--- config.mk ---
export PLATFORM = sky130hd
export DESIGN_NAME = frame_buffer_writer
export DESIGN_NICKNAME = d
export VERILOG_FILES = /design/src/rtl/frame_buffer_writer.sv
export SDC_FILE = /design/constraint.sdc
export NUM_CORES = 1
export LEC_CHECK = 0
export ABC_AREA = 1
export ABC_CLOCK_PERIOD_IN_PS = 3000
export BUFFER_PORTS_ARGS = -buffer_cell sky130_fd_sc_hd__buf_2
export CAP_MARGIN = 20
export CORE_AREA = 2 2 141 143
export CTS_CLUSTER_DIAMETER = 50
export CTS_CLUSTER_SIZE = 24
export DETAILED_ROUTE_END_ITERATION = 8
export DIE_AREA = 0 0 143 145
export HOLD_SLACK_MARGIN = 0.05
export PLACE_DENSITY = 0.52
export REMOVE_ABC_BUFFERS = 1
export SYNTH_ARGS = -nofsm -noshare
export SYNTH_HDL_FRONTEND = slang
export SYNTH_SLANG_ARGS = --single-unit
--- constraint.sdc ---
create_clock -name piul1Clock -period 3 [get_ports piul1Clock]
set_input_delay 0 -clock piul1Clock [delete_from_list [all_inputs] [get_ports piul1Clock]]
set_output_delay 0 -clock piul1Clock [all_outputs]
set_load 0.01 [all_outputs]
--- src/rtl/frame_buffer_writer.sv ---
// frame_buffer_writer: camera RGB565 byte stream -> RGB444 frame buffer writer.
// Accepts two bytes per pixel (high byte first), repacks the pixel to 12 bits and
// issues one registered write per kept pixel. It also reports frame completion
// and line/frame framing errors.
// Optional build macro FRAME_BUFFER_WRITER_DECIMATE_EN: the source is twice the
// buffer size in both directions, and only even source rows and columns are kept.
//
// state    | meaning
// ---------|--------------------------------------------------------------
// WAIT_SOF | dropping bytes until a byte with Sof is accepted
// HIGH     | expecting the high byte of the next pixel
// LOW      | high byte latched; expecting the low byte
// DONE     | last buffer line finished; FrameDone pulse is issued
module frame_buffer_writer #(
    parameter int BUF_HRES = 320,
    parameter int BUF_VRES = 240,
    parameter int ADDR_W   = 17
) (
    input  logic              piul1Clock,
    input  logic              piul1Reset,
    input  logic              piul1Valid,
    output logic              poul1Ready,
    input  logic [7:0]        piul8Data,
    input  logic              piul1Sof,
    input  logic              piul1Eol,
    output logic              poul1WEnable,
    output logic [ADDR_W-1:0] poul17WAddr,
    output logic [11:0]       poul12WData,
    output logic              poul1FrameDone,
    output logic              poul1LineError,
    output logic              poul1FrameError
);

`ifdef FRAME_BUFFER_WRITER_DECIMATE_EN
    localparam int SRC_HRES = 2 * BUF_HRES;
`else
    localparam int SRC_HRES = BUF_HRES;
`endif

    localparam logic [9:0]        SRC_HRES_C = 10'(SRC_HRES);
    localparam logic [8:0]        VRES_C     = 9'(BUF_VRES);
    localparam logic [ADDR_W-1:0] ROW_STEP   = ADDR_W'(BUF_HRES);

    typedef enum logic [1:0] {WAIT_SOF, HIGH, LOW, DONE} state_t;

    state_t            state_q, state_d;
    logic              ready_q;
    logic [7:0]        hi_q, hi_d;
    logic [9:0]        col_q, col_d;
    logic [8:0]        row_q, row_d;
    logic [8:0]        kept_row_q, kept_row_d;
    logic [ADDR_W-1:0] base_q, base_d;
    logic [ADDR_W-1:0] addr_q, addr_d;
    logic              wen_q, wen_d;
    logic [ADDR_W-1:0] waddr_q, waddr_d;
    logic [11:0]       wdata_q, wdata_d;
    logic              done_q, done_d;
    logic              line_err_q, line_err_d;
    logic              frame_err_q, frame_err_d;

    logic              accept, sof, eol;
    logic              row_kept, col_even;
    logic              start_frame, end_line;
    logic [9:0]        col_inc;
    logic [11:0]       pixel;

    assign accept = piul1Valid & ready_q;
    assign sof    = accept & piul1Sof;
    // Sof wins over Eol on the same byte.
    assign eol    = accept & piul1Eol & ~piul1Sof;

`ifdef FRAME_BUFFER_WRITER_DECIMATE_EN
    assign row_kept = ~row_q[0];
    assign col_even = ~col_q[0];
`else
    assign row_kept = 1'b1;
    assign col_even = 1'b1;
`endif

    // Saturate so an overlong line can never wrap back into the writable range.
    assign col_inc = (&col_q) ? col_q : col_q + 10'd1;
    assign pixel   = {hi_q[7:4], hi_q[2:0], piul8Data[7], piul8Data[4:1]};

    // Ready comes up on the first clock after reset and never drops.
    always_ff @(posedge piul1Clock or posedge piul1Reset) begin
        if (piul1Reset) ready_q <= 1'b0;
        else            ready_q <= 1'b1;
    end

    // State, counters and registered write-port / status outputs.
    always_ff @(posedge piul1Clock or posedge piul1Reset) begin
        if (piul1Reset) begin
            state_q     <= WAIT_SOF;
            hi_q        <= '0;
            col_q       <= '0;
            row_q       <= '0;
            kept_row_q  <= '0;
            base_q      <= '0;
            addr_q      <= '0;
            wen_q       <= 1'b0;
            waddr_q     <= '0;
            wdata_q     <= '0;
            done_q      <= 1'b0;
            line_err_q  <= 1'b0;
            frame_err_q <= 1'b0;
        end else begin
            state_q     <= state_d;
            hi_q        <= hi_d;
            col_q       <= col_d;
            row_q       <= row_d;
            kept_row_q  <= kept_row_d;
            base_q      <= base_d;
            addr_q      <= addr_d;
            wen_q       <= wen_d;
            waddr_q     <= waddr_d;
            wdata_q     <= wdata_d;
            done_q      <= done_d;
            line_err_q  <= line_err_d;
            frame_err_q <= frame_err_d;
        end
    end

    // Next-state decode, pixel write generation and line/frame bookkeeping.
    always_comb begin
        state_d     = state_q;
        hi_d        = hi_q;
        col_d       = col_q;
        row_d       = row_q;
        kept_row_d  = kept_row_q;
        base_d      = base_q;
        addr_d      = addr_q;
        wen_d       = 1'b0;
        waddr_d     = '0;
        wdata_d     = '0;
        done_d      = 1'b0;
        line_err_d  = line_err_q;
        frame_err_d = 1'b0;
        start_frame = 1'b0;
        end_line    = 1'b0;

        case (state_q)
            WAIT_SOF: begin
                if (sof) start_frame = 1'b1;
            end
            HIGH: begin
                if (sof) begin
                    start_frame = 1'b1;
                    frame_err_d = 1'b1;
                end else if (eol) begin
                    // Odd byte count: the dangling high byte is dropped.
                    line_err_d = 1'b1;
                    end_line   = 1'b1;
                end else if (accept) begin
                    hi_d    = piul8Data;
                    state_d = LOW;
                end
            end
            LOW: begin
                if (sof) begin
                    start_frame = 1'b1;
                    frame_err_d = 1'b1;
                end else if (accept) begin
                    state_d = HIGH;
                    col_d   = col_inc;
                    if (col_q >= SRC_HRES_C) begin
                        line_err_d = 1'b1;
                    end else if (row_kept && col_even) begin
                        wen_d   = 1'b1;
                        waddr_d = addr_q;
                        wdata_d = pixel;
                        addr_d  = addr_q + 1'b1;
                    end
                    if (eol) begin
                        end_line = 1'b1;
                        if (col_q < SRC_HRES_C - 10'd1) line_err_d = 1'b1;
                    end
                end
            end
            DONE: begin
                done_d  = 1'b1;
                state_d = WAIT_SOF;
                if (sof) start_frame = 1'b1;
            end
            default: state_d = WAIT_SOF;
        endcase

        if (start_frame) begin
            state_d    = LOW;
            hi_d       = piul8Data;
            col_d      = '0;
            row_d      = '0;
            kept_row_d = '0;
            base_d     = '0;
            addr_d     = '0;
            line_err_d = 1'b0;
        end

        // A line end always realigns the address to the next buffer row, which
        // also covers short lines; the final row parks the address at 0.
        if (end_line) begin
            col_d = '0;
            row_d = row_q + 9'd1;
            if (row_kept) begin
                kept_row_d = kept_row_q + 9'd1;
                base_d     = base_q + ROW_STEP;
                addr_d     = base_q + ROW_STEP;
                if (kept_row_q == VRES_C - 9'd1) begin
                    state_d = DONE;
                    base_d  = '0;
                    addr_d  = '0;
                end
            end
        end
    end

    assign poul1Ready      = ready_q;
    assign poul1WEnable    = wen_q;
    assign poul17WAddr     = waddr_q;
    assign poul12WData     = wdata_q;
    assign poul1FrameDone  = done_q;
    assign poul1LineError  = line_err_q;
    assign poul1FrameError = frame_err_q;

endmodule

== Word level (Yosys, flattened, before mapping) ==
Index checks and enable logic that the tools add are counted.
Word-level totals
  bits in registers: 97
  input bits: 13
  output and inout port bits: 34
  word-level logic and storage cells: 112
Operators by class
  $add $sub $neg: 4
  order comparisons: 2
  equality and inequality tests: 13
  mux-type cells: 61
  bitwise operators: 5
  reduce and logical (&&, ||, !) cells: 14
Operator list (count)
  $mux W17: 13
  $mux W10: 6
  $mux W12: 4
  $mux W8: 5
  $mux W1: 20
  $mux W9: 2
  $ne A3 B3 Y1 const B: 6
  $add A17 B1 Y17 const B: 1
  $add A17 B9 Y17 const B: 1
  $mux W2: 8
  $reduce_and A4 Y1: 3
  $add A10 B1 Y10 const B: 1
  $ge A10 B9 Y1 const B: 1
  $lt A10 B9 Y1 const B: 1
  $reduce_and A10 Y1: 1
  $add A9 B1 Y9 const B: 1
  $eq A9 B8 Y1 const B: 1
  $reduce_bool A3 Y1: 3
  $pmux W2 S3: 1
  $reduce_bool A2 Y1: 3
  $reduce_and A5 Y1: 1
  $and A1 B1 Y1: 4
  $eq A2 B2 Y1 const B: 2
  $ne A2 B1 Y1 const B: 2
  other kinds (7): 8

== Depth between registers and ports, before layout ==
  depth in word-level cells: 9
  gate-level depth with buffers: 12

== Least setup slack after synthesis ==
No wires, ideal clock.
  path kind: reg2reg
  from: register state_q[0]
  to: register addr_q[14]
  setup time: 117 ps
  data arrival time: 1554 ps
  required time: 2883 ps
  path slack: 1330 ps
  stages on the path, launching flop included: 13
  buffers on the path: 1
  period minus slack after synthesis: 1670 ps
  cells stage by stage: dfrtp_1 > inv_1 > ha_1 > inv_1 > nor2_4 > inv_2 > nor2_4 > nor2_8 > buf_2 > nand4_1 > nand2_1 > nand2_1 > nand2_1
On the way
  cells in the longest elaborated chain, start to end: 4
  elaborated cells between the ends (all ways): 9
  those cells by class: eq/ne (4); mux (2); reduce/logical (3)
Ends and longest elaborated chain
  from (decl): RTL line 46  | state_t state_q, state_d;
  from (signal assigned): RTL line 107  | state_q <= state_d;
  $eq A2 B2 Y1 / $eq A2 B1 Y1 (equally long branches): RTL line 141  | case (state_q)
  $pmux W1 S2: RTL line 141
  $ne A3 B3 Y1 (no line), or another cell as far along
  $reduce_and A4 Y1 (no line)
  to (signal assigned): RTL line 113  | addr_q <= addr_d;
  to (decl): RTL line 53  | logic [ADDR_W-1:0] addr_q, addr_d;
Parallel ways exist; a longest one is shown, timed or not.
A chain may end at the register's enable or synchronous reset.

== Final worst setup path ==
  from: register state_q[0]
  to: register addr_q[5]
The elaborated chain is that of the path after synthesis.

==> flow_metrics.env <==
export IMPL_outcome="finished, final reports clean"
export IMPL_ys_ff_latch=96
export IMPL_drt_wl_total_um=10560
export IMPL_hpwl_um=7582
export IMPL_synth_top_flop_cell="dfrtp_1"
export IMPL_multi_input_area_um2=1916
export IMPL_place_congestion=0.7640
export IMPL_start_kind="flop"
export IMPL_cts_sinks=96
export IMPL_design_area_um2=5604
export IMPL_antenna_found_initial=0
export IMPL_area_growth_pct=18.24
export IMPL_rsz0062_at_grt="false"
export IMPL_post_route_drc_count=0
export IMPL_max_freq_mhz=459.1
export IMPL_die_area_um2=20740
export IMPL_grt_first_pass_wirelength_um=17640
export IMPL_avgViaCountPerCell=4.112
export IMPL_grt_usage=0.1072
export IMPL_irDropWorstVdd_uv=237.3
export IMPL_drt_pass1_iterations=4
export IMPL_cts_resized=0
export IMPL_final_fill_count=2037
export IMPL_routedWlPerCell_um=11.81
export IMPL_tns_ns=0
export IMPL_grt_pass1_vias=3561
export IMPL_layout_cells_non_filler=894
export IMPL_relSlewSlack=0.5909
export IMPL_fin_crit_ns=2.178
export IMPL_cts_root_buf="clkbuf_16"
export IMPL_period_share=0.7260
export IMPL_cts_hold_buffers=10
export IMPL_synth_area_um2=4740
export IMPL_cts_tree="built"
export IMPL_die_h_um=145
export IMPL_cp_required_ns=3.27
export IMPL_netlist_instances=568
export IMPL_ys_seq_area_frac=0.5069
export IMPL_drtIter0Drc=176
export IMPL_post_cts_setup_buffers=0
export IMPL_core_rowCount=51
export IMPL_clock_skew_ns=0.01212
export IMPL_io_buffers=46
export IMPL_drive_above_1_share=0.1542
export IMPL_start_util=0.2468
export IMPL_core_um2=19210
export IMPL_ant_nets=0
export IMPL_final_common_cell="nand2_1"
export IMPL_setup_viol=0
export IMPL_clockBufferDepth=2
export IMPL_grt_overflow=0
export IMPL_crit_path_end_kind="flop"
export IMPL_synth_cell_types=36
export IMPL_io_pins=47
export IMPL_synth_area_per_cell_um2=8.344
export IMPL_leakage_nw=2.779
export IMPL_path_max_fanout=27
export IMPL_critical_path_class="flop to flop"
export IMPL_slew_viol_final=0
export IMPL_synth_enable_flop_cells=0
export IMPL_yosys_warnings=0
export IMPL_cts_buffers=9
export IMPL_dpl_cell_area_um2=5220
export IMPL_clk_latency_ns=0.35
export IMPL_maxCapViolations=0
export IMPL_powerDensity_nw_per_um2=628.4
export IMPL_async_reset_ff_frac=1.000
export IMPL_hold_viol_final=0
export IMPL_tightest_slew_ns=0.6137
export IMPL_grt_max_degree=49
export IMPL_dp_cells=868
export IMPL_die_w_um=143
export IMPL_nets=646
export IMPL_holdCritPathClass="input pin to flop"
export IMPL_clk_pin_slew_ns=0.07
export IMPL_total_power_mw=3.522
export IMPL_htreeDepth=3
export IMPL_final_cell_mix="127 x nand2_1, 96 x dfrtp_1, 75 x inv_1"
export IMPL_worstPathArrival_ns=2.44
export IMPL_regArea_um2=2402
export IMPL_diodes=0
export IMPL_vias=3676
[kinds of logic (layout without fill, tap and decap cells)]
logic type | count (synthesis) | after routing | share of synthesized area
AO/OA/AOI/OAI | 79 | 79 | 0.09477
adder cells (fa/ha/maj) | 9 | 9 | 0.02376
AND/OR/NAND/NOR | 272 | 272 | 0.2608
flip-flops | 96 | 96 | 0.5069
buffers and inverters | 98 | 159 | 0.08896
XOR/XNOR | 13 | 13 | 0.02402
other | 1 | 1 | 0.0007912
[metrics by stage]
step	setup WS, ns	hold WS [ns]	util
2_1_floorplan	0.4946	0.07212	-
3_3_place_gp	0.8708	0.1362	0.2718
3_5_place_dp	0.7937	0.1368	0.2718
4_1_cts	0.8003	0.1364	0.2918
5_1_grt	0.6112	0.1536	0.2918
6_report	0.8219	0.1397	0.2918
[worst max-delay path, stage by stage, from the launching register on]
cell and delay [ns]:
dfrtp_1 0.41, inv_1 0.10, ha_1 0.28, inv_1 0.07, nor2_4 0.14, inv_2 0.05, nor2_4 0.34, nor2_8 0.16
nand2_4 0.25, inv_2 0.12, a22oi_1 0.18
[cell usage after synthesis (3+ instances only)]
master,number,area share
nor2_4,3,0.0071
nand2_1,127,0.10
o21ai_2,3,0.0055
o21ai_0,44,0.046
nor3_1,12,0.013
dfrtp_1,96,0.51
a21oi_1,9,0.0095
nor2_2,4,0.0053
nand2_2,3,0.0040
buf_6,5,0.012
buf_2,7,0.0074
inv_1,76,0.060
nand4_1,6,0.0079
a22oi_1,3,0.0048
inv_2,7,0.0055
o22ai_1,3,0.0040
nor2_1,69,0.055
nand2_4,3,0.0071
nand3_1,38,0.040
ha_1,9,0.024
o21ai_1,11,0.012
xor2_1,12,0.022
nor2_8,3,0.013
a31oi_1,3,0.0040
[final cells by class]
| cell class | count | share of cell area |
|---|---|---|
| Clock buffer | 9 | 0.04019 |
| Clock inverter | 7 | 0.01049 |
| Timing Repair Buffer | 58 | 0.06162 |
| Multi-Input combinational cell | 374 | 0.3418 |
| Tap cell | 265 | 0.05917 |
| Sequential cell | 96 | 0.4287 |
| Inverter | 85 | 0.05805 |
[sequential cells by signal, indices dropped and copies added, names as in the netlist, 2 cells and up]
| signal | count |
|---|---|
| addr_q | 17 |
| base_q | 17 |
| col_q | 10 |
| hi_q | 7 |
| kept_row_q | 9 |
| poul12WData | 12 |
| poul17WAddr | 17 |
| state_q | 2 |
[final timing paths]
path	start	endpoint	slack (ns)	cells past startpoint
max reg2reg	state_q[0]$_DFF_PP0_	addr_q[5]$_DFFE_PP0P_	0.82	10
min	piul1Valid	poul1LineError$_DFFE_PP0P_	0.14	4
max	state_q[0]$_DFF_PP0_	addr_q[5]$_DFFE_PP0P_	0.82	10
min reg2reg	kept_row_q[8]$_DFFE_PP0P_	kept_row_q[8]$_DFFE_PP0P_	0.48	1
max in group asynchronous	piul1Reset	base_q[13]$_DFFE_PP0P_	1.95	4
min in group asynchronous	piul1Reset	poul17WAddr[12]$_DFF_PP0_	0.29	3
[where the power goes]
part / switching (mW) / total (mW) / internal (mW)
Clock: 0.539 / 1.12 / 0.579
Sequential: 0.160 / 1.63 / 1.47
Combinational: 0.500 / 0.774 / 0.274
Total: 1.20 / 3.52 / 2.32
[per-layer routing]
metal | wire, um | GRT usage | up-vias
met5 | 0 | 0 | -
met4 | 146 | 0.04604 | 0
met3 | 262 | 0.01617 | 6
met1 | 5255 | 0.1396 | 1716
met2 | 4891 | 0.1758 | 42
li1 | - | - | 1912
(Power assumes the default switching activity.)
